===== config.mk =====
export PLATFORM = sky130hd
export DESIGN_NAME = mem_stage_ctrl
export DESIGN_NICKNAME = d
export VERILOG_FILES = /design/src/rtl/mem_stage_pkg.sv /design/src/rtl/mem_stage_ctrl_mem_wb_reg.sv /design/src/rtl/mem_stage_ctrl.sv
export SDC_FILE = /design/constraint.sdc
export NUM_CORES = 1
export LEC_CHECK = 0
export CORE_MARGIN = 2
export CORE_UTILIZATION = 40
export CTS_CLUSTER_DIAMETER = 40
export DETAILED_ROUTE_END_ITERATION = 16
export PLACE_DENSITY = 0.75
export SYNTH_ARGS = -nofsm -noshare
export SYNTH_HDL_FRONTEND = slang
export SYNTH_SLANG_ARGS = --single-unit

===== constraint.sdc =====
create_clock -name clk -period 2.27 [get_ports clk]
set_input_delay 0.3405 -clock clk [delete_from_list [all_inputs] [get_ports clk]]
set_output_delay 0.3405 -clock clk [all_outputs]
set_load 0.005 [all_outputs]

===== src/rtl/mem_stage_pkg.sv =====
// Shared types and defaults for the memory stage: FSM states, width defaults
// and the packed MEM/WB payload that the writeback mux consumes.
package mem_stage_pkg;

   localparam int DATA_W_DEF  = 16;
   localparam int REG_AW_DEF  = 3;
   localparam int TIMEOUT_DEF = 63;

   typedef enum logic {
      IDLE = 1'b0,
      WAIT = 1'b1
   } state_t;

   typedef struct packed {
      logic [DATA_W_DEF-1:0] readData;
      logic [DATA_W_DEF-1:0] aluOutput;
      logic [DATA_W_DEF-1:0] PC_Next;
      logic                  memToReg;
      logic                  JAL_en;
      logic                  regWrite;
      logic [REG_AW_DEF-1:0] writeReg;
      logic                  valid;
   } memWb_t;

endpackage


===== src/rtl/mem_stage_ctrl_mem_wb_reg.sv =====
// MEM/WB boundary register: loads a full payload, or squashes the held one
// into a bubble so writeback sees neither a valid instruction nor a write.
module mem_wb_reg
   import mem_stage_pkg::*;
(
   input  logic   clk,
   input  logic   rst_n,
   input  logic   i_load,
   input  logic   i_bubble,
   input  memWb_t i_data,
   output memWb_t o_data
);

   memWb_t r_data;

   always_ff @(posedge clk or negedge rst_n) begin
      if (!rst_n) begin
         r_data <= '0;
      end else if (i_load) begin
         r_data <= i_data;
      end else if (i_bubble) begin
         r_data.valid    <= 1'b0;
         r_data.regWrite <= 1'b0;
      end
   end

   assign o_data = r_data;

endmodule


===== src/rtl/mem_stage_ctrl.sv =====
// Memory stage controller: issues req/ack accesses, stalls upstream while waiting,
// and feeds the MEM/WB register. Optional macro MEM_ALIGN_CHECK_EN rejects odd addresses.
module mem_stage_ctrl
   import mem_stage_pkg::*;
#(
   parameter int DATA_W  = DATA_W_DEF,
   parameter int REG_AW  = REG_AW_DEF,
   parameter int TIMEOUT = TIMEOUT_DEF
) (
   input  logic              clk,
   input  logic              rst_n,
   input  logic              ex_valid,
   input  logic [DATA_W-1:0] ex_aluOutput,
   input  logic [DATA_W-1:0] ex_storeData,
   input  logic [DATA_W-1:0] ex_PC_Next,
   input  logic              ex_memRead,
   input  logic              ex_memWrite,
   input  logic              ex_memToReg,
   input  logic              ex_JAL_en,
   input  logic              ex_regWrite,
   input  logic [REG_AW-1:0] ex_writeReg,
   output logic              mem_req,
   output logic              mem_wr,
   output logic [DATA_W-1:0] mem_addr,
   output logic [DATA_W-1:0] mem_wdata,
   input  logic              mem_ack,
   input  logic [DATA_W-1:0] mem_rdata,
   output logic              stall,
   output logic              wb_valid,
   output logic [DATA_W-1:0] wb_readData,
   output logic [DATA_W-1:0] wb_aluOutput,
   output logic [DATA_W-1:0] wb_PC_Next,
   output logic              wb_memToReg,
   output logic              wb_JAL_en,
   output logic              wb_regWrite,
   output logic [REG_AW-1:0] wb_writeReg,
   output logic              err
);

   localparam int            CW     = $clog2(TIMEOUT + 1);
   localparam logic [CW-1:0] C_LAST = CW'(TIMEOUT - 1);
   localparam logic [CW-1:0] C_MAX  = CW'(TIMEOUT);

   state_t        r_state;
   state_t        w_nextState;
   logic [CW-1:0] r_count;
   memWb_t        r_hold;
   logic          r_isLoad;
   logic          r_err;

   logic   w_memop;
   logic   w_illegal;
   logic   w_issue;
   logic   w_errSet;
   logic   w_wbLoad;
   logic   w_wbBubble;
   memWb_t w_exPayload;
   memWb_t w_wbIn;
   memWb_t w_wbOut;

   assign w_memop = ex_memRead | ex_memWrite;

`ifdef MEM_ALIGN_CHECK_EN
   assign w_illegal = (ex_memRead & ex_memWrite) | (w_memop & ex_aluOutput[0]);
`else
   assign w_illegal = ex_memRead & ex_memWrite;
`endif

   assign mem_addr  = ex_aluOutput;
   assign mem_wdata = ex_storeData;
   assign mem_wr    = ex_memWrite;

   always_comb begin
      w_exPayload           = '0;
      w_exPayload.aluOutput = ex_aluOutput;
      w_exPayload.PC_Next   = ex_PC_Next;
      w_exPayload.memToReg  = ex_memToReg;
      w_exPayload.JAL_en    = ex_JAL_en;
      w_exPayload.regWrite  = ex_regWrite;
      w_exPayload.writeReg  = ex_writeReg;
      w_exPayload.valid     = 1'b1;
   end

   // Every cycle either loads MEM/WB or bubbles it, so nothing can retire twice.
   always_comb begin
      w_nextState = r_state;
      mem_req     = 1'b0;
      stall       = 1'b0;
      w_issue     = 1'b0;
      w_errSet    = 1'b0;
      w_wbLoad    = 1'b0;
      w_wbBubble  = 1'b1;
      w_wbIn      = w_exPayload;
      case (r_state)
         IDLE: begin
            if (ex_valid) begin
               if (w_illegal) begin
                  w_errSet = 1'b1;
               end else if (w_memop) begin
                  mem_req     = 1'b1;
                  stall       = 1'b1;
                  w_issue     = 1'b1;
                  w_nextState = WAIT;
               end else begin
                  w_wbLoad   = 1'b1;
                  w_wbBubble = 1'b0;
               end
            end
         end
         WAIT: begin
            stall = ~mem_ack;
            if (mem_ack) begin
               w_wbLoad        = 1'b1;
               w_wbBubble      = 1'b0;
               w_wbIn          = r_hold;
               w_wbIn.readData = r_isLoad ? mem_rdata : '0;
               w_wbIn.valid    = 1'b1;
               w_nextState     = IDLE;
            end else if (r_count == C_LAST) begin
               w_errSet    = 1'b1;
               w_nextState = IDLE;
            end
         end
         default: w_nextState = IDLE;
      endcase
   end

   always_ff @(posedge clk or negedge rst_n) begin
      if (!rst_n) begin
         r_state  <= IDLE;
         r_count  <= '0;
         r_hold   <= '0;
         r_isLoad <= 1'b0;
         r_err    <= 1'b0;
      end else begin
         r_state <= w_nextState;
         r_err   <= r_err | w_errSet;
         if (w_issue) begin
            r_hold   <= w_exPayload;
            r_isLoad <= ex_memRead;
            r_count  <= '0;
         end else if (r_state == WAIT) begin
            if (mem_ack) begin
               r_count <= '0;
            end else if (r_count != C_MAX) begin
               r_count <= r_count + 1'b1;
            end
         end
      end
   end

   mem_wb_reg u_memWbReg (
      .clk      (clk),
      .rst_n    (rst_n),
      .i_load   (w_wbLoad),
      .i_bubble (w_wbBubble),
      .i_data   (w_wbIn),
      .o_data   (w_wbOut)
   );

   assign wb_valid     = w_wbOut.valid;
   assign wb_readData  = w_wbOut.readData;
   assign wb_aluOutput = w_wbOut.aluOutput;
   assign wb_PC_Next   = w_wbOut.PC_Next;
   assign wb_memToReg  = w_wbOut.memToReg;
   assign wb_JAL_en    = w_wbOut.JAL_en;
   assign wb_regWrite  = w_wbOut.regWrite;
   assign wb_writeReg  = w_wbOut.writeReg;
   assign err          = r_err;

endmodule


==> results of run 1 <==
==> per-stage QoR <==
stage	setup WS [ps]	utilization (%)	cells	hold WS [ps]
after floorplan	787	-	455	44.9
after global placement	66.2	51.3	684	281
after detailed placement	19.6	51.3	684	285
after CTS	19.7	53.9	701	459
after global routing	45.9	54.0	701	488
final	102	54.0	701	462
==> power groups by stage <==
stage | sequential [mW] | combinational (mW) | clock (mW)
after floorplan | 2.56 | 0.680 | 0
after CTS | 2.55 | 1.52 | 1.49
after global routing | 2.60 | 1.67 | 1.57
final | 2.54 | 1.50 | 1.45
after detailed placement | 2.58 | 1.51 | 0
after global placement | 2.55 | 1.48 | 0
==> cell usage after synthesis <==
| cell | number |
|---|---|
| o211ai_1 | 2 |
| buf_1 | 1 |
| o21ai_1 | 30 |
| o21ai_0 | 12 |
| a21oi_2 | 1 |
| o31ai_1 | 1 |
| inv_2 | 1 |
| buf_6 | 3 |
| nand2_1 | 161 |
| and3_1 | 3 |
| buf_12 | 1 |
| a22o_1 | 16 |
| nor2_1 | 3 |
| ha_1 | 4 |
| a21oi_1 | 4 |
| clkbuf_1 | 4 |
| o41ai_2 | 1 |
| and2b_4 | 1 |
| and2_1 | 1 |
| a21o_1 | 2 |
| or3_1 | 1 |
| buf_8 | 2 |
| inv_1 | 5 |
| nor4_1 | 1 |
| xnor2_1 | 1 |
| xor2_1 | 2 |
| buf_4 | 40 |
| buf_2 | 7 |
| nand3_1 | 1 |
| nand3b_1 | 1 |
| mux2i_1 | 37 |
| nand2b_1 | 1 |
| nand2_4 | 1 |
| nand4_1 | 1 |
| dfrtp_1 | 102 |
==> worst max-delay path by stage <==
stage / endpoint / slack [ps] / cells after the start
6_report: mem_req / 100 / 6
5_1_grt: mem_req / 50 / 6
4_1_cts: mem_req / 20 / 6
3_5_place_dp: mem_req / 20 / 6
3_3_place_gp: mem_req / 70 / 6
2_1_floorplan: r_count[5] / 790 / 6
==> state kept, by name, summed over array words and instances, names as in the netlist <==
| name | flops |
|---|---|
| r_state | 1 |
| err | 1 |
| r_hold | 38 |
| r_isLoad | 1 |
| r_count | 6 |
| u_memWbReg.o_data | 55 |
==> critical path: cells and delay by family <==
family	cells	cell delay, ps
buffers and inverters	4	1140
AND/OR/NAND/NOR	1	50
adder cells (fa/ha/maj)	1	280
==> cell type report <==
type	instances	share of cell area [%]
Tap cell	143	2.93
Sequential cell	102	41.8
Clock buffer	9	3.69
Multi-Input combinational cell	289	26.2
Timing Repair Buffer	145	24.1
Clock inverter	7	0.922
Inverter	6	0.369
==> layer usage <==
layer	share of wire (%)	GRT usage (%)	wire [um]
met4	1.3	4.69	126
met3	4.9	4.26	489
met1	44	21.0	4370
met2	50	27.7	4940
met5	0	0	0
==> kinds of logic after synthesis <==
| group | count (synthesis) | synth area share (%) |
|---|---|---|
| buffers and inverters | 64 | 10.0 |
| DFF | 102 | 55.6 |
| muxes | 37 | 8.07 |
| adders and majority gates | 4 | 1.09 |
| and+or+nand+nor | 176 | 15.2 |
| AOI/OAI and AO/OA | 69 | 9.43 |
| xor gates and xnor gates | 3 | 0.572 |
==> placed cells by master, fill, tap and decap left out, types with 2 or more instances in the layout <==
cell / count
clkbuf_16: 9
dfrtp_1: 102
xor2_1: 2
clkdlybuf4s50_1: 133
a21o_1: 2
ha_1: 3
clkinv_2: 2
buf_12: 4
o21ai_0: 12
buf_4: 7
o21ai_1: 30
a21oi_1: 4
mux2i_1: 37
o211ai_1: 2
clkinv_4: 2
inv_6: 2
nor2_1: 3
and3_1: 3
inv_1: 5
nand2_1: 161
a22o_1: 16
==> repair_timing <==
action,4_1_cts,5_1_grt
hold endpoints to repair,26,0
hold buffers,1,0
endpoints found under the setup margin,0,2
resized for setup,0,1
==> results.sh, run 1 <==
export IMPL_yosysWarnings=0
export IMPL_fin_worst_skew_ps=10.1
export IMPL_drtAntennaViolNets=0
export IMPL_htreeDepth=3
export IMPL_start_util_pct=40.6
export IMPL_grt_pass1_vias=3456
export IMPL_clk_pin_slew_ps=70
export IMPL_yosysTopAreaCell="dfrtp_1"
export IMPL_cp_start_kind="input port"
export IMPL_drcViolationCount=0
export IMPL_required_ps=1930
export IMPL_row_count=39
export IMPL_cap_violations=0
export IMPL_synth_cells=455
export IMPL_finalCriticalPeriod_ps=2170
export IMPL_wl_per_cell_um=14.2
export IMPL_place_area_mm2=0.00581
export IMPL_chipHeight_um=111
export IMPL_avgViaCountPerCell=4.94
export IMPL_synthTopCellsByArea="dfrtp_1 (56%), nand2_1 (13%), mux2i_1 (8.1%)"
export IMPL_hold_viol_final=0
export IMPL_cts_tree="yes"
export IMPL_pwr_density_cell_mw_per_mm2=900
export IMPL_post_cts_setup_buffers=0
export IMPL_critPathKind="in -> out"
export IMPL_dpl_hpwl_um=6890
export IMPL_firstDrtPassIters=4
export IMPL_cp_startpoint="ex_memRead"
export IMPL_pin_count=167
export IMPL_grt_start_max_net_pins=93
export IMPL_cp_arrival_ps=1830
export IMPL_ys_seq_area_share_pct=55.6
export IMPL_drt_iter0_drc=133
export IMPL_rsz0062_at_grt="false"
export IMPL_worstMarginPinSlew_ps=665
export IMPL_fmax_mhz=461
export IMPL_multi_input_area_mm2=0.00160
export IMPL_syn2layout_area_growth_pct=33.1
export IMPL_seq_area_mm2=0.00255
export IMPL_cts_max_path_buffers=2
export IMPL_dieArea_mm2=0.0124
export IMPL_fin_area_mm2=0.00611
export IMPL_finalNetCount=633
export IMPL_outcome="finished clean"
export IMPL_power_share_sequential_pct=46.3
export IMPL_port_buffers=134
export IMPL_crit_slowest_cell="clkdlybuf4s50_1"
export IMPL_crit_path_cell_trace="clkdlybuf4s50_1 -> inv_1 -> ha_4 -> nand2_4 -> inv_2 -> clkdlybuf4s50_1"
export IMPL_total_power_mw=5.50
export IMPL_die_w_um=111
export IMPL_syn_num_nets=535
export IMPL_wirelength_um=9930
export IMPL_grt_usage_pct=16.4
export IMPL_cts_buffers=9
export IMPL_fill_cells=1027
export IMPL_gp_congestion=0.785
export IMPL_crit_fanout=3
export IMPL_max_slew_margin_pct=55.7
export IMPL_vias=3462
export IMPL_coreArea_mm2=0.0113
export IMPL_grt_ovfl_total=0
export IMPL_drive_above_1_share_pct=6.09
export IMPL_syn_area_mm2=0.00459
export IMPL_worstReg2RegStart="r_state"
export IMPL_syn_area_per_cell_um2=10.1
export IMPL_clockRootBuffer="clkbuf_16"
export IMPL_ys_ff_latch=102
export IMPL_synth_cell_types=35
export IMPL_diodes=0
export IMPL_clock_latency_ps=340
export IMPL_timing_rr_end="r_count[5]"
export IMPL_slowest_delay_ps=510
export IMPL_rrSetupSlack_ps=670
export IMPL_p_comb_share_pct=27.3
export IMPL_critPathCaptureType="output pin"
export IMPL_ir_drop_mv=0.377
export IMPL_hold_class="in -> async"
export IMPL_setup_violations=0
export IMPL_cts_num_sinks=102
export IMPL_yosys_area_top_type_share_pct=55.6
export IMPL_power_frac_clock_pct=26.5
export IMPL_period_share_pct=95.5
export IMPL_p_leak_nw=2.82
export IMPL_power_switching_mw=1.57
export IMPL_cpMostUsedCell="clkdlybuf4s50_1"
export IMPL_grt_pass1_wl_um=16600
export IMPL_finalSetupTns_ps=0
export IMPL_antenna_found_initial=0
export IMPL_reg2reg_depth=5
export IMPL_p_int_mw=3.93
export IMPL_slew_violations=0
export IMPL_swShare_pct=28.6
No activity file was read; power rests on OpenSTA's default activity.
==> run 2, diff against run 1 <==
- TNS_END_PERCENT: default -> 30
==> results of run 2 <==
The final DEF is identical to that of run 1; final timing and power are the same.
